File: src/rtl/ps2_pkg.sv
// ps2_pkg: shared PS/2 byte constants, decoder states and event record
package ps2_pkg;
  localparam logic [7:0] PS2_EXT   = 8'hE0;
  localparam logic [7:0] PS2_BRK   = 8'hF0;
  localparam logic [7:0] PS2_PAUSE = 8'hE1;
  localparam logic [7:0] PS2_BAT   = 8'hAA;
  typedef enum logic [1:0] {
    DEC_IDLE,
    DEC_EXT,
    DEC_BRK,
    DEC_EXT_BRK
  } dec_state_t;
  typedef struct packed {
    logic       make;
    logic [3:0] idx;
  } ps2_ev_t;
  // data bits plus parity bit must hold an odd number of ones
  function automatic logic odd_parity_ok(input logic [8:0] bits);
    return ^bits;
  endfunction
endpackage

File: src/rtl/ps2_frame_rx.sv
// ps2_frame_rx: synchronise and filter PS/2 pins, shift in 11-bit frames, check parity/stop, abort stalled frames
module ps2_frame_rx
  import ps2_pkg::*;
#(
  parameter int FILTER_LEN  = 8,
  parameter int TIMEOUT_CYC = 50000
) (
  input  logic       clk,
  input  logic       reset,
  input  logic       ps2_clk,
  input  logic       ps2_data,
  output logic [7:0] o_byte,
  output logic       o_byte_valid,
  output logic       o_frame_err
);
  localparam int FW = $clog2(FILTER_LEN + 1);
  localparam int TW = $clog2(TIMEOUT_CYC + 1);
  logic [1:0]    r_clk_sync;
  logic [1:0]    r_dat_sync;
  logic          r_clk_filt;
  logic          r_clk_filt_d;
  logic [FW-1:0] r_filt_cnt;
  logic          r_busy;
  logic [3:0]    r_bit_cnt;
  logic [8:0]    r_shift;
  logic [TW-1:0] r_timer;
  logic [7:0]    r_byte;
  logic          r_byte_valid;
  logic          r_frame_err;
  logic          w_fall;
  logic          w_bit;
  logic          w_ok;
  assign w_fall       = r_clk_filt_d & ~r_clk_filt;
  assign w_bit        = r_dat_sync[1];
  assign w_ok         = w_bit & odd_parity_ok(r_shift);
  assign o_byte       = r_byte;
  assign o_byte_valid = r_byte_valid;
  assign o_frame_err  = r_frame_err;
  // two-flop synchronisers, idle-high after reset
  always_ff @(posedge clk or posedge reset) begin
    if (reset) begin
      r_clk_sync <= 2'b11;
      r_dat_sync <= 2'b11;
    end else begin
      r_clk_sync <= {r_clk_sync[0], ps2_clk};
      r_dat_sync <= {r_dat_sync[0], ps2_data};
    end
  end
  // glitch filter: the clock level flips only after FILTER_LEN consecutive differing samples
  always_ff @(posedge clk or posedge reset) begin
    if (reset) begin
      r_clk_filt   <= 1'b1;
      r_clk_filt_d <= 1'b1;
      r_filt_cnt   <= '0;
    end else begin
      r_clk_filt_d <= r_clk_filt;
      if (r_clk_sync[1] == r_clk_filt) r_filt_cnt <= '0;
      else if (r_filt_cnt == FW'(FILTER_LEN - 1)) begin
        r_clk_filt <= r_clk_sync[1];
        r_filt_cnt <= '0;
      end else r_filt_cnt <= r_filt_cnt + FW'(1);
    end
  end
  // frame shifter: start bit opens a frame, bit 10 (stop) closes it; idle edges time out
  always_ff @(posedge clk or posedge reset) begin
    if (reset) begin
      r_busy       <= 1'b0;
      r_bit_cnt    <= '0;
      r_shift      <= '0;
      r_timer      <= '0;
      r_byte       <= '0;
      r_byte_valid <= 1'b0;
      r_frame_err  <= 1'b0;
    end else begin
      r_byte_valid <= 1'b0;
      r_frame_err  <= 1'b0;
      if (!r_busy) begin
        r_timer <= '0;
        if (w_fall && !w_bit) begin
          r_busy    <= 1'b1;
          r_bit_cnt <= 4'd1;
        end
      end else if (w_fall) begin
        r_timer   <= '0;
        r_bit_cnt <= r_bit_cnt + 4'd1;
        if (r_bit_cnt == 4'd10) begin
          r_busy       <= 1'b0;
          r_byte       <= r_shift[7:0];
          r_byte_valid <= w_ok;
          r_frame_err  <= ~w_ok;
        end else r_shift <= {w_bit, r_shift[8:1]};
      end else if (r_timer == TW'(TIMEOUT_CYC)) r_busy <= 1'b0;
      else r_timer <= r_timer + TW'(1);
    end
  end
endmodule

File: src/rtl/ps2_action_mapper.sv
// ps2_action_mapper: decode PS/2 make/break/E0 sequences into held actions, press pulses and a buffered event stream
module ps2_action_mapper
  import ps2_pkg::*;
#(
  parameter int                         NUM_ACTIONS = 6,
  parameter logic [NUM_ACTIONS*9-1:0]   KEYMAP      = {9'h029, 9'h014, 9'h023, 9'h01C, 9'h01B, 9'h01D},
  parameter int                         FILTER_LEN  = 8,
  parameter int                         TIMEOUT_CYC = 50000,
  parameter int                         FIFO_DEPTH  = 8,
  localparam int                        IW          = (NUM_ACTIONS > 1) ? $clog2(NUM_ACTIONS) : 1
) (
  input  logic                   clk,
  input  logic                   reset,
  input  logic                   ps2_clk,
  input  logic                   ps2_data,
  output logic [NUM_ACTIONS-1:0] acoes,
  output logic [NUM_ACTIONS-1:0] press_pulse,
  output logic                   ev_valid,
  input  logic                   ev_ready,
  output logic [IW:0]            ev_data,
  output logic                   overflow,
  output logic [7:0]             err_count
);
  localparam int AW = $clog2(FIFO_DEPTH);
  dec_state_t             r_state;
  dec_state_t             w_state_nx;
  logic [NUM_ACTIONS-1:0] r_acoes;
  logic [NUM_ACTIONS-1:0] r_pulse;
  logic                   r_overflow;
  logic [7:0]             r_err_cnt;
  ps2_ev_t                r_mem [FIFO_DEPTH];
  logic [AW-1:0]          r_wp;
  logic [AW-1:0]          r_rp;
  logic [AW:0]            r_cnt;
  logic [7:0]             w_byte;
  logic                   w_byte_valid;
  logic                   w_frame_err;
  logic                   w_is_code;
  logic                   w_ext;
  logic                   w_brk;
  logic                   w_hit;
  logic [3:0]             w_idx;
  logic [NUM_ACTIONS-1:0] w_onehot;
  logic                   w_held;
  logic                   w_press;
  logic                   w_release;
  logic                   w_push;
  logic                   w_pop;
  logic                   w_full;
  logic                   w_wr;
  ps2_ev_t                w_ev;
  ps2_ev_t                w_head;
  ps2_frame_rx #(
    .FILTER_LEN (FILTER_LEN),
    .TIMEOUT_CYC(TIMEOUT_CYC)
  ) u_rx (
    .clk         (clk),
    .reset       (reset),
    .ps2_clk     (ps2_clk),
    .ps2_data    (ps2_data),
    .o_byte      (w_byte),
    .o_byte_valid(w_byte_valid),
    .o_frame_err (w_frame_err)
  );
  assign w_ext     = (r_state == DEC_EXT) || (r_state == DEC_EXT_BRK);
  assign w_brk     = (r_state == DEC_BRK) || (r_state == DEC_EXT_BRK);
  assign w_onehot  = NUM_ACTIONS'(1) << w_idx;
  assign w_held    = |(r_acoes & w_onehot);
  assign w_press   = w_is_code & w_hit & ~w_brk & ~w_held;
  assign w_release = w_is_code & w_hit & w_brk & w_held;
  assign w_push    = w_press | w_release;
  assign w_ev      = {w_press, w_idx};
  assign w_pop     = ev_valid & ev_ready;
  assign w_full    = r_cnt == (AW + 1)'(FIFO_DEPTH);
  assign w_wr      = w_push & (~w_full | w_pop);
  assign w_head    = r_mem[r_rp];
  assign ev_valid  = r_cnt != '0;
  assign ev_data   = {w_head.make, w_head.idx[IW-1:0]};
  assign acoes       = r_acoes;
  assign press_pulse = r_pulse;
  assign overflow    = r_overflow;
  assign err_count   = r_err_cnt;
  // decoder state register; a bad frame drops any pending E0/F0 prefix
  always_ff @(posedge clk or posedge reset) begin
    if (reset) r_state <= DEC_IDLE;
    else r_state <= w_state_nx;
  end
  // prefix tracking: E0/F0 advance, everything else returns to idle and non-E1/AA bytes are key codes
  always_comb begin
    w_state_nx = r_state;
    w_is_code  = 1'b0;
    if (w_frame_err) w_state_nx = DEC_IDLE;
    else if (w_byte_valid) begin
      if (w_byte == PS2_EXT && r_state == DEC_IDLE) w_state_nx = DEC_EXT;
      else if (w_byte == PS2_BRK && r_state == DEC_IDLE) w_state_nx = DEC_BRK;
      else if (w_byte == PS2_BRK && r_state == DEC_EXT) w_state_nx = DEC_EXT_BRK;
      else begin
        w_state_nx = DEC_IDLE;
        w_is_code  = !(w_byte == PS2_PAUSE || w_byte == PS2_BAT);
      end
    end
  end
  // keymap lookup, scanning downwards so the lowest matching index wins
  always_comb begin
    w_hit = 1'b0;
    w_idx = '0;
    for (int i = NUM_ACTIONS - 1; i >= 0; i--) begin
      if (KEYMAP[i*9 +: 9] == {w_ext, w_byte}) begin
        w_hit = 1'b1;
        w_idx = 4'(i);
      end
    end
  end
  // held vector and press pulses; held state follows keys even when the event is dropped
  always_ff @(posedge clk or posedge reset) begin
    if (reset) begin
      r_acoes <= '0;
      r_pulse <= '0;
    end else begin
      r_acoes <= w_press ? (r_acoes | w_onehot) : w_release ? (r_acoes & ~w_onehot) : r_acoes;
      r_pulse <= w_press ? w_onehot : '0;
    end
  end
  // sticky overflow and saturating bad-frame counter
  always_ff @(posedge clk or posedge reset) begin
    if (reset) begin
      r_overflow <= 1'b0;
      r_err_cnt  <= '0;
    end else begin
      r_overflow <= r_overflow | (w_push & w_full & ~w_pop);
      r_err_cnt  <= (w_frame_err && r_err_cnt != 8'hFF) ? r_err_cnt + 8'd1 : r_err_cnt;
    end
  end
  // FIFO pointers and occupancy; push while full is accepted only alongside a pop
  always_ff @(posedge clk or posedge reset) begin
    if (reset) begin
      r_wp  <= '0;
      r_rp  <= '0;
      r_cnt <= '0;
    end else begin
      r_wp  <= w_wr ? r_wp + AW'(1) : r_wp;
      r_rp  <= w_pop ? r_rp + AW'(1) : r_rp;
      r_cnt <= r_cnt + (AW + 1)'(w_wr) - (AW + 1)'(w_pop);
    end
  end
  // FIFO storage needs no reset: occupancy gates visibility
  always_ff @(posedge clk) begin
    if (w_wr) r_mem[r_wp] <= w_ev;
  end
endmodule

File: config.mk
export PLATFORM = sky130hd
export DESIGN_NAME = ps2_action_mapper
export DESIGN_NICKNAME = d
export VERILOG_FILES = /design/src/rtl/ps2_pkg.sv /design/src/rtl/ps2_frame_rx.sv /design/src/rtl/ps2_action_mapper.sv
export SDC_FILE = /design/constraint.sdc
export NUM_CORES = 1
export LEC_CHECK = 0
export ABC_CLOCK_PERIOD_IN_PS = 7500
export BUFFER_PORTS_ARGS = -buffer_cell sky130_fd_sc_hd__buf_2
export CORE_ASPECT_RATIO = 0.8
export CORE_MARGIN = 2
export CORE_UTILIZATION = 60
export CTS_CLUSTER_DIAMETER = 30
export DETAILED_ROUTE_END_ITERATION = 10
export GPL_TIMING_DRIVEN = 0
export PLACE_DENSITY_LB_ADDON = 0.3
export SLEW_MARGIN = 25
export SYNTH_ARGS = -nofsm -noshare
export SYNTH_HDL_FRONTEND = slang
export SYNTH_SLANG_ARGS = --single-unit
File: constraint.sdc
create_clock -name clk -period 7.5 [get_ports clk]
set_clock_uncertainty 0.15 [all_clocks]
set_input_delay 1.125 -clock clk [delete_from_list [all_inputs] [get_ports clk]]
set_output_delay 1.125 -clock clk [all_outputs]
set_load 0.005 [all_outputs]
# Yosys cells after proc, flatten, opt, wreduce, memory -nomap -nowiden
# Memories as Yosys holds them, arrays and structs flattened.
# Cells that the tools add are included.
# op_classes
n_bitwise	26
n_shift	1
muxes	46
reduce_logical	21
addsub	8
n_eq_ne	21
# op_table
op	count
$mux W16	3
$mux W4	10
$eq A5 B9 Y1 const A	4
$eq A8 B8 Y1 const B	4
$mux W1	24
$eq A6 B9 Y1 const A	2
$mux W6	3
$add A16 B1 Y16 const B	1
$eq A16 B16 Y1 const B	1
$and A6 B6 Y6	2
$and A1 B1 Y1	11
$mux W2	5
$reduce_xor A9 Y1	1
$add A4 B1 Y4 const B	2
$add A8 B1 Y8 const B	1
$eq A4 B4 Y1 const B	2
$ne A8 B8 Y1 const B	1
$not A1 Y1	8
$add A3 B1 Y3 const B	2
$not A6 Y6	1
$or A6 B6 Y6	1
$reduce_and A3 Y1	2
$reduce_bool A2 Y1	3
$reduce_or A6 Y1	1
17 further kinds	28
# totals
output_inout_bits	26
ff_bits	83
elab_cells	144
mem_count	1
in_bits	5
mem_bits_rw	40
# mem_list
memory	depth	word_bits	rd	rd_clocked_by_memory_dff	write_ports	line	rtl
r_mem	8	5	1	0	1	ps2_action_mapper.sv:31	ps2_ev_t r_mem [FIFO_DEPTH];

# Depth between registers and ports, before layout
# depth
word_depth	18
depth_mapped	13
depth_no_buf	11

# Hierarchy
# From an unflattened synthesis, not the netlist that was laid out.
# unflattened
cells_unflattened	449
area_unflattened_um2	5514.0
# by_module_without_submodules
module	seq_area_each_um2	instances	area_each_um2	cells_each
ps2_action_mapper	1786.7	1	3264.4	259
ps2_frame_rx	1258.7	1	2249.7	190

# Worst setup path after synthesis
# No wires, ideal clock.
# synth_timing
path_kind	register -> output
startpoint	register r_rp[0]
endpoint	output port ev_data[0]
n_path_buf	1
setup_slack_ns	4.600
arrival_time_ns	1.625
required_time_ns	6.225
path_stages_with_launch	4
cell_sequence	dfrtp_1 clkbuf_1 mux4_2 mux2_2
# synth_via
elab_chain_len	1
# synth_rtl
element	line	rtl
start: declaration	ps2_action_mapper.sv:33	logic [AW-1:0] r_rp;
start signal: assignment	ps2_action_mapper.sv:142	r_rp <= w_pop ? r_rp + AW'(1) : r_rp;
$mem_v2 Z8 W5	--	
end: declaration	ps2_action_mapper.sv:20	output logic [IW:0] ev_data,
# Every way passes these cells.

# Worst setup path after layout
# Ends and elaborated chain as after synthesis.

==> flow_summary.json <==
{
  "outcome": "completed",
  "root_buffer": "clkbuf_8",
  "hold_class": "flop to flop",
  "syn2layout_area_growth_pct": 16.18,
  "die-area_mm2": 0.009532,
  "synthCells": 416,
  "rsz0062_at_grt": "false",
  "period_share_pct": 49.84,
  "post_cts_buffers": 0,
  "max_freq_mhz": 267.5,
  "synth_mux_area_share_pct": 8.520,
  "grt_pass1_vias": 3356,
  "syn_avg_cell_area_um2": 12.64,
  "reg2reg_depth": 12,
  "place_congestion": 0.7885,
  "p_leak_nw": 2.722,
  "drive_gt1_share_pct": 23.17,
  "r2r-start": "u_rx.o_byte[4]",
  "die_w_um": 108.7,
  "r2r-end": "r_cnt[2]",
  "synth_fa_ha_area_share_pct": 3.713,
  "antenna_found_initial": 0,
  "cts_resized": 0,
  "hold_end": "u_rx.r_dat_sync[1]",
  "worst_pin_slew_ns": 0.9303,
  "h-tree-depth": 4,
  "place_area_mm2": 0.005570,
  "syn_nets": 436,
  "p_int_mw": 1.264,
  "synth_edf_count": 32,
  "ant_nets": 0,
  "irDropWorstVdd_mv": 0.1921,
  "clockPowerShare_pct": 42.9,
  "slew_violations": 0,
  "start_util_pct": 61.98,
  "ys.flop_type": "dfrtp_1",
  "start_kind": "flop",
  "cp_slowest_cell": "mux4_2",
  "regToRegSetupSlack_ns": 4.31,
  "routed_via_density": 5.701,
  "yosys.area.top_type": "dfrtp_1",
  "via_count": 3369,
  "grt_overflow_total": 0,
  "power-per-cell-area_mw_per_mm2": 281.3,
  "dpl.hpwl_um": 6733,
  "fin_util_pct": 72.01,
  "netSwitchingFraction_pct": 26.45,
  "synth_area_leaders": "dfrtp_1 (37%), edfxtp_1 (18%), mux2_2 (4.5%)",
  "critPathMaxFanout": 9,
  "synth_compound_area_share_pct": 6.449,
  "critPathMaxStageDelay_ns": 0.60,
  "p_switching_mw": 0.4545,
  "worst_hold_path.num_cells": 0,
  "path_clk_slew_ns": 0.06,
  "dr.pass1.iters": 4,
  "final.min_clock_period_ns": 3.738,
  "whs_ns": 0.2052,
  "coreArea_mm2": 0.008483,
  "fillerInstances": 600,
  "clock_latency_ns": 0.52,
  "grt_first_pass_wirelength_um": 16790,
  "cts_buffers": 17,
  "diodes": 0,
  "async_reset_ff_share_pct": 72.17,
  "maxCapViolCount": 0,
  "synth_top_area_share_pct": 36.65,
  "yosys.area_share.simple_pct": 14.61,
  "drc": 0,
  "grt_start_max_net_pins": 45,
  "wl_um": 10090,
  "hold_violations": 0,
  "cts_tree": "built",
  "crit_type": "flop to primary output",
  "synth_warnings": 0,
  "layout_setup_ws_ns": 3.762,
  "ys_seq_elements": 115,
  "rows": 30,
  "yosysSeqAreaShare_pct": 57.92,
  "cp.buffers_inverters": 2,
  "cp-end-kind": "primary output",
  "seq_power_share_pct": 43.0,
  "min_from": "u_rx.r_dat_sync[0]",
  "drt_iter0_drc": 198,
  "cp.required_ns": 6.22,
  "wire_per_inst_um": 17.07,
  "final_area_mm2": 0.006108,
  "layout.nets": 486,
  "cts_hold_buf": 0,
  "syn_area_mm2": 0.005258,
  "synth_xor_area_share_pct": 6.330,
  "die_height_um": 87.73,
  "critical_path_arrival_ns": 2.46,
  "combPwrFrac_pct": 14.1,
  "clock-sinks": 115,
  "slew_headroom_pct": 37.41,
  "io_buffers": 30,
  "crit_chain": "clkbuf_1, mux4_2, mux2_2, buf_2",
  "cts_buffer_depth": 2,
  "synth_top_family_by_area": "simple AND/OR/NAND/NOR gates",
  "critPathTopFamily": "multiplexers",
  "setup_viol": 0,
  "synth_cell_types": 57,
  "grt.total_usage_pct": 23.87,
  "finalSetupTns_ns": 0,
  "dp_slack_ns": 4.323,
  "io_pins": 31
}
-- state kept, by name, summed over array words and instances (netlist names), 2 cells and up, named ones only --
register / count
err_count: 8
press_pulse: 6
r_cnt: 4
r_mem: 32
r_rp: 3
r_state: 2
r_wp: 3
u_rx.o_byte: 8
u_rx.r_bit_cnt: 4
u_rx.r_clk_sync: 2
u_rx.r_dat_sync: 2
u_rx.r_filt_cnt: 4
u_rx.r_shift: 9
u_rx.r_timer: 16
-- how the worst max path moves through the flow --
stage	from	end	slack, ns	depth (start not counted)
final	r_rp[0]	ev_data[0]	3.76	4
after global routing	r_rp[0]	ev_data[0]	3.59	4
after CTS	r_rp[0]	ev_data[0]	3.71	4
after detailed placement	r_rp[0]	ev_data[1]	4.32	4
after global placement	reset	err_count[4]	3.19	2
after floorplan	reset	asynchronous set/reset pin	4.10	1
-- power groups by stage --
stage,sequential [mW],combinational (mW),clock [mW]
floorplan,0.737,0.195,0
detailed placement,0.750,0.244,0
global placement,0.746,0.231,0
finish,0.739,0.242,0.737
global route,0.749,0.276,0.774
CTS,0.740,0.247,0.748
-- cells in the mapped netlist, drive strengths merged (3+ instances only) --
library cell	number
dfrtp	77
nand4	8
nand2b	7
mux4	8
clkbuf	5
buf	6
dfstp	6
nor3	9
nor2	35
and3	6
nand2	31
nand4bb	3
nand3	19
o21a	4
o21ai	17
nor4b	4
xnor2	24
mux2	22
xor2	14
ha	14
nor4	4
nor2b	4
nor4bb	3
inv	18
a21oi	4
edfxtp	32
o31ai	5
a22o	3
-- layout make-up --
cell class	instances	area, µm²	share of cell area [%]
inverter	18	70.07	1.147
sequential	115	3045	49.86
clock inverter	14	120.1	1.966
timing repair buffer	31	170.2	2.786
clock buffer	18	417.9	6.841
tap	112	140.1	2.294
multi-input combinational	272	2083	34.10
buffer	11	61.31	1.004
-- metrics by stage --
stage / total power [mW] / cells
global placement: 0.9765 / 558
CTS: 1.734 / 591
detailed placement: 0.9936 / 559
finish: 1.718 / 591
global route: 1.799 / 591
floorplan: 0.9327 / 416
-- routing by layer --
layer	vias to the layer above	GRT usage, %	part of all wire [%]
met5	-	0	0
met4	0	8.508	1.1
met3	14	6.920	4.7
met2	78	35.28	46
met1	1693	34.22	48
li1	1584	-	-
-- cell usage in the layout (no fill, tap or decap), types with 3 or more instances in the layout --
cell / synthesis / final
a21oi_1: 4 / 4
dfstp_2: 6 / 6
and3_1: 6 / 6
xnor2_1: 24 / 24
nand2_1: 31 / 31
dfrtp_1: 77 / 77
clkbuf_16: 0 / 16
a22o_1: 3 / 3
o21ai_0: 11 / 11
nor2_1: 34 / 34
nor4b_2: 4 / 4
clkbuf_1: 5 / 6
inv_1: 18 / 17
xor2_1: 14 / 14
buf_2: 1 / 31
edfxtp_1: 32 / 32
clkinv_1: 0 / 4
nand4_1: 8 / 8
o21ai_1: 6 / 6
nand4bb_1: 3 / 3
ha_1: 14 / 14
nor2b_1: 4 / 4
o31ai_1: 5 / 5
o21a_1: 4 / 4
nand3_1: 19 / 19
mux4_2: 8 / 8
clkinv_2: 0 / 6
nor3_1: 7 / 7
mux2_2: 21 / 21
nand2b_1: 7 / 7
nor4bb_1: 3 / 3
-- logic make-up after synthesis --
| group | count (synthesis) |
|---|---|
| buf+inv | 29 |
| fa+ha+maj | 15 |
| compound gates | 48 |
| simple gates | 139 |
| flops | 115 |
| mux | 32 |
| xor+xnor | 38 |
(Power assumes the default switching activity.)
